`src/rtl/bus_arbiter.sv`:
```
// bus_arbiter: two-master, one-slave bus arbiter.
// m0 (hart) and m1 (debug system-bus access) share a single slave port.
// m1 has priority, but m0 is guaranteed a grant after StarveLimit
// consecutive m1 grants that it waited through. Slave accesses that get
// no s_done within TimeoutCycles are aborted with a fault to the owner.
// All outputs are registered.
module bus_arbiter #(
    parameter int unsigned TimeoutCycles = 255,
    parameter int unsigned StarveLimit   = 4
) (
    input  logic        clk,
    input  logic        rst,

    // master 0 (hart)
    input  logic        m0_req,
    input  logic        m0_we,
    input  logic [31:0] m0_addr,
    input  logic [2:0]  m0_size,
    input  logic [31:0] m0_wdata,
    output logic [31:0] m0_rdata,
    output logic        m0_done,
    output logic        m0_fault,

    // master 1 (debug system-bus access)
    input  logic        m1_req,
    input  logic        m1_we,
    input  logic [31:0] m1_addr,
    input  logic [2:0]  m1_size,
    input  logic [31:0] m1_wdata,
    output logic [31:0] m1_rdata,
    output logic        m1_done,
    output logic        m1_fault,

    // shared slave port
    output logic        s_req,
    output logic        s_we,
    output logic [31:0] s_addr,
    output logic [2:0]  s_size,
    output logic [31:0] s_wdata,
    input  logic [31:0] s_rdata,
    input  logic        s_done,
    input  logic        s_fault,

    // status
    output logic        busy,
    output logic        owner
);

    // Timeout counter must be able to hold TimeoutCycles itself.
    localparam int unsigned CntW =
        (TimeoutCycles == 0) ? 1 : $clog2(TimeoutCycles + 1);
    localparam logic [CntW-1:0] TimeoutVal = CntW'(TimeoutCycles);
    localparam logic [2:0]      StarveMax  = 3'(StarveLimit);

    typedef enum logic [1:0] {
        IDLE  = 2'd0,
        ISSUE = 2'd1,
        WAIT  = 2'd2,
        RESP  = 2'd3
    } state_t;

    state_t          state_q;
    logic [CntW-1:0] tmo_cnt_q;
    logic [2:0]      starve_q;
    logic            owner_q;
    logic            busy_q;

    logic            s_req_q;
    logic            s_we_q;
    logic [31:0]     s_addr_q;
    logic [2:0]      s_size_q;
    logic [31:0]     s_wdata_q;

    logic [31:0]     m0_rdata_q;
    logic            m0_done_q;
    logic            m0_fault_q;
    logic [31:0]     m1_rdata_q;
    logic            m1_done_q;
    logic            m1_fault_q;

    // Arbitration decision, only acted on in IDLE.
    logic            any_req_d;
    logic            grant_m1_d;
    logic            starve_hit_d;
    logic [2:0]      starve_d;
    logic            tmo_hit_d;

    // Grant selection and starvation counter next value.
    always_comb begin
        any_req_d    = m0_req | m1_req;
        starve_hit_d = (starve_q == StarveMax);
        grant_m1_d   = m1_req & (~m0_req | ~starve_hit_d);
        starve_d     = starve_q;
        if (grant_m1_d) begin
            if (m0_req) begin
                if (!starve_hit_d) begin
                    starve_d = starve_q + 3'd1;
                end
            end else begin
                starve_d = '0;
            end
        end else begin
            starve_d = '0;
        end
        tmo_hit_d    = (tmo_cnt_q == TimeoutVal);
    end

    // Main FSM with registered slave-side and master-side outputs.
    always_ff @(posedge clk or posedge rst) begin
        if (rst) begin
            state_q    <= IDLE;
            tmo_cnt_q  <= '0;
            starve_q   <= '0;
            owner_q    <= 1'b0;
            busy_q     <= 1'b0;
            s_req_q    <= 1'b0;
            s_we_q     <= 1'b0;
            s_addr_q   <= '0;
            s_size_q   <= '0;
            s_wdata_q  <= '0;
            m0_rdata_q <= '0;
            m0_done_q  <= 1'b0;
            m0_fault_q <= 1'b0;
            m1_rdata_q <= '0;
            m1_done_q  <= 1'b0;
            m1_fault_q <= 1'b0;
        end else begin
            // Pulses default low; each is raised for exactly one cycle.
            s_req_q   <= 1'b0;
            m0_done_q <= 1'b0;
            m1_done_q <= 1'b0;

            case (state_q)
                IDLE: begin
                    if (any_req_d) begin
                        owner_q  <= grant_m1_d;
                        starve_q <= starve_d;
                        if (grant_m1_d) begin
                            s_we_q    <= m1_we;
                            s_addr_q  <= m1_addr;
                            s_size_q  <= m1_size;
                            s_wdata_q <= m1_wdata;
                        end else begin
                            s_we_q    <= m0_we;
                            s_addr_q  <= m0_addr;
                            s_size_q  <= m0_size;
                            s_wdata_q <= m0_wdata;
                        end
                        s_req_q <= 1'b1;
                        busy_q  <= 1'b1;
                        state_q <= ISSUE;
                    end
                end

                ISSUE: begin
                    tmo_cnt_q <= '0;
                    state_q   <= WAIT;
                end

                WAIT: begin
                    // s_done has priority over a coincident timeout.
                    if (s_done) begin
                        if (owner_q) begin
                            m1_rdata_q <= s_rdata;
                            m1_fault_q <= s_fault;
                            m1_done_q  <= 1'b1;
                        end else begin
                            m0_rdata_q <= s_rdata;
                            m0_fault_q <= s_fault;
                            m0_done_q  <= 1'b1;
                        end
                        state_q <= RESP;
                    end else if (tmo_hit_d) begin
                        if (owner_q) begin
                            m1_fault_q <= 1'b1;
                            m1_done_q  <= 1'b1;
                        end else begin
                            m0_fault_q <= 1'b1;
                            m0_done_q  <= 1'b1;
                        end
                        state_q <= RESP;
                    end else begin
                        tmo_cnt_q <= tmo_cnt_q + 1'b1;
                    end
                end

                RESP: begin
                    busy_q  <= 1'b0;
                    state_q <= IDLE;
                end

                default: begin
                    busy_q  <= 1'b0;
                    state_q <= IDLE;
                end
            endcase
        end
    end

    assign s_req    = s_req_q;
    assign s_we     = s_we_q;
    assign s_addr   = s_addr_q;
    assign s_size   = s_size_q;
    assign s_wdata  = s_wdata_q;
    assign m0_rdata = m0_rdata_q;
    assign m0_done  = m0_done_q;
    assign m0_fault = m0_fault_q;
    assign m1_rdata = m1_rdata_q;
    assign m1_done  = m1_done_q;
    assign m1_fault = m1_fault_q;
    assign busy     = busy_q;
    assign owner    = owner_q;

endmodule

```
`config.mk`:
```
export PLATFORM = sky130hd
export DESIGN_NAME = bus_arbiter
export DESIGN_NICKNAME = d
export VERILOG_FILES = /design/src/rtl/bus_arbiter.sv
export SDC_FILE = /design/constraint.sdc
export NUM_CORES = 1
export LEC_CHECK = 0
export CORE_MARGIN = 4
export CORE_UTILIZATION = 44
export DETAILED_ROUTE_END_ITERATION = 10
export PLACE_DENSITY = 0.9
export REMOVE_ABC_BUFFERS = 1
export SLEW_MARGIN = 40
export SYNTH_ARGS = -nofsm -noshare
export SYNTH_HDL_FRONTEND = slang
export SYNTH_SLANG_ARGS = --single-unit
```
`constraint.sdc`:
```
create_clock -name clk -period 14.75 [get_ports clk]
set_input_delay 2.2125 -clock clk [delete_from_list [all_inputs] [get_ports clk]]
set_output_delay 2.2125 -clock clk [all_outputs]
set_load 0.02 [all_outputs]
```
==> out/qor.csv <==
metric;value;unit
status;finished clean;
cell taking the most area after synthesis;dfrtp_1;
met2 WL;9.827;mm
yosys warns;0;
RSZ-0062 raised after global routing;no;
Tcrit/Tclk final;26.28;%
HPWL Detailed;14.04;mm
routed vias/inst;5.119;
top cell type's share of synthesized area;58.85;%
vias in the first global route;5723;
WP data arrival;4.21;ns
chip height;129.2;µm
endpoint class of the critical path;flip-flop;
diode count;0;
worst slack, placed;10.48;ns
Avg Cell Area, Syn;10.51;µm²
detailed-route via count;5687;
Iter 0 DRT Violations;255;
P_leak;4.375;nW
placed standard-cell area;9711;µm²
Skew-Pair Late Insertion Delay;0.42;ns
crit path kind;in2reg;
number of distinct library cells after synthesis;40;
async set or reset register ratio after synthesis;100.0;%
total track usage;22.80;%
layout cell share with drive strength beyond 1;11.76;%
clock root cell;clkbuf_16;
fin nets;1096;
Tmin final;3.876;ns
Post-synth EDFFs;0;
core region area;14480;µm²
Max Used Layer;met4;
Top Ports;313;
Worst path max stage delay;0.57;ns
Num CTS Buffers;17;
critical path required time;15.08;ns
Met1 Routed Length;7.091;mm
P&R area growth vs syn;60.28;%
clock slew at reported path FFs;0.06;ns
H-tree depth;4;
cell count after synthesis;615;
antenna violations before repair;0;
CP max FO;105;
row count;44;
Clock Skews;0.008805;ns
largest net degree at the start of global routing;106;
Final Max Slew Viols;0;
postcts setup bufs;0;
total power;2.296;mW
final WL;19.26;mm
first-pass GRT wire length;29.71;mm
VDD IR-drop max;0.09323;mV
DR pass1 iterations;4;
flop-to-flop setup slack;12.45;ns
grt ovf;0;
wire length on met3;1.794;mm
Final setup viols;0;
most frequent cells in the layout;312 x clkdlybuf4s50_1, 152 x dfrtp_1, 145 x nand2_1, 72 x nor2_1, 70 x a31oi_1;
Avg WL per Cell;17.34;µm
cells along the critical path;clkdlybuf4s50_1 > o21ai_1 > inv_4 > buf_6 > nor2_1 > a31oi_1;
# port buffers;312;
worst slew pin tran;0.7441;ns
Final GP Congestion;0.8246;
setup ws final;10.87;ns
starting density of the core;44.64;%
Clock Path Buffers;2;
max-cap violation count;0;
CTS tree;built;
top_reg_cell synth;dfrtp_1;
Worst Setup Start Kind;input pin;
TritonCTS Sinks;152;
Pwr Density;221.7;nW/µm²
Hold Vio Cnt, Final;0;
path type of the worst min-delay path;reg2reg;
slowest CP cell;clkdlybuf4s50_1;
CTS Hold Bufs;0;
synth top area cells;dfrtp_1 59%, mux2_2 11%, nand2_1 8.5%;
slew margin rel.;50.39;%
flop and latch count out of synthesis;152;
DRC;0;
die area;16690;µm²
ANT nets after route;0;
Filler Cell Count;1015;
setup TNS;0;ns
most common cell after layout, fill and taps aside;clkdlybuf4s50_1;
sequential share of the synthesized area;58.85;%
Finished Cell Area;10360;µm²
post_cts resized;0;
Post-Syn Area;6464;µm²
chip width;129.2;µm
maximum clock rate;258.0;MHz
[path summary, 6_finish.rpt]
check	startpoint	to	cells after the start
worst max-delay path	m0_req	s_addr[18]$_DFFE_PP0P_	6
worst min-delay path	m0_fault$_DFFE_PP0P_	m0_fault$_DFFE_PP0P_	1
worst max register to register	state_q[0]$_DFFE_PP0P_	s_addr[18]$_DFFE_PP0P_	7
worst min register to register	m0_fault$_DFFE_PP0P_	m0_fault$_DFFE_PP0P_	1
max in group asynchronous	rst	tmo_cnt_q[4]$_DFFE_PP0P_	3
min in group asynchronous	rst	m1_rdata[4]$_DFFE_PP0P_	2
[synth_stat cells, types with 2 or more instances]
| cell | instances |
|---|---|
| o211ai_1 | 2 |
| o22ai_1 | 2 |
| a21oi_1 | 3 |
| a21o_1 | 2 |
| o31a_1 | 2 |
| nand4_1 | 2 |
| nor2_1 | 72 |
| inv_1 | 12 |
| mux2_2 | 64 |
| nor3_1 | 5 |
| a31oi_1 | 70 |
| o21ai_0 | 4 |
| clkbuf_1 | 16 |
| ha_1 | 8 |
| buf_2 | 22 |
| dfrtp_1 | 152 |
| nand3_1 | 5 |
| nand2_1 | 146 |
| nor2b_1 | 2 |
| o32a_1 | 2 |
| nor3b_1 | 2 |
| o21a_1 | 2 |
[through the flow]
| step | util (%) | instances | hold slack (ns) |
|---|---|---|---|
| 6_report | 71.55 | 1111 | 0.4914 |
| 2_1_floorplan | - | 577 | 0.4852 |
| 4_1_cts | 71.55 | 1111 | 0.4965 |
| 5_1_grt | 71.55 | 1111 | 0.5113 |
| 3_3_place_gp | 67.02 | 1079 | 0.4746 |
| 3_5_place_dp | 67.07 | 1079 | 0.4830 |
[final cells by class]
class | instances | area [µm²] | area share, %
flip-flops and latches | 152 | 3804 | 36.72
repair buffers | 318 | 3176 | 30.65
multi-input cells | 412 | 2445 | 23.60
clock buffers | 18 | 439.2 | 4.239
well taps | 184 | 230.2 | 2.222
clock inverters | 14 | 210.2 | 2.029
inverters | 13 | 56.30 | 0.5435
[where the power goes]
group          switching (mW)  total, mW  internal [mW]
sequential              0.112      0.731          0.619
combinational           0.553       1.09          0.534
clock                   0.184      0.477          0.293
[flip-flops by register name (all words and copies together) (netlist names)]
register / cells
busy: 1
s_addr: 32
s_req: 1
s_size: 3
m0_done: 1
starve_q: 3
m1_fault: 1
s_wdata: 32
s_we: 1
m0_fault: 1
state_q: 2
m1_rdata: 32
m0_rdata: 32
m1_done: 1
owner: 1
tmo_cnt_q: 8
[critical path, delay by kind of cell]
| family | cells | cell delay (ns) |
|---|---|---|
| compound gates | 2 | 0.37 |
| buf+inv | 3 | 1.44 |
| simple gates | 1 | 0.09 |
[routing by layer]
metal	up-vias	track usage, %
met1	2701	25.62
met3	38	7.585
met2	245	40.09
li1	2703	-
met4	0	8.894
met5	-	0
[kinds of logic after synthesis]
kind of cell    Yosys count  synth area share, %
compound gates           96                9.737
xor+xnor                  1               0.1355
fa+ha+maj                 8                1.549
buf+inv                  51                3.388
flops                   152                58.85
mux                      66                11.48
simple gates            241                14.87
Power figures use the tool's default switching activity.
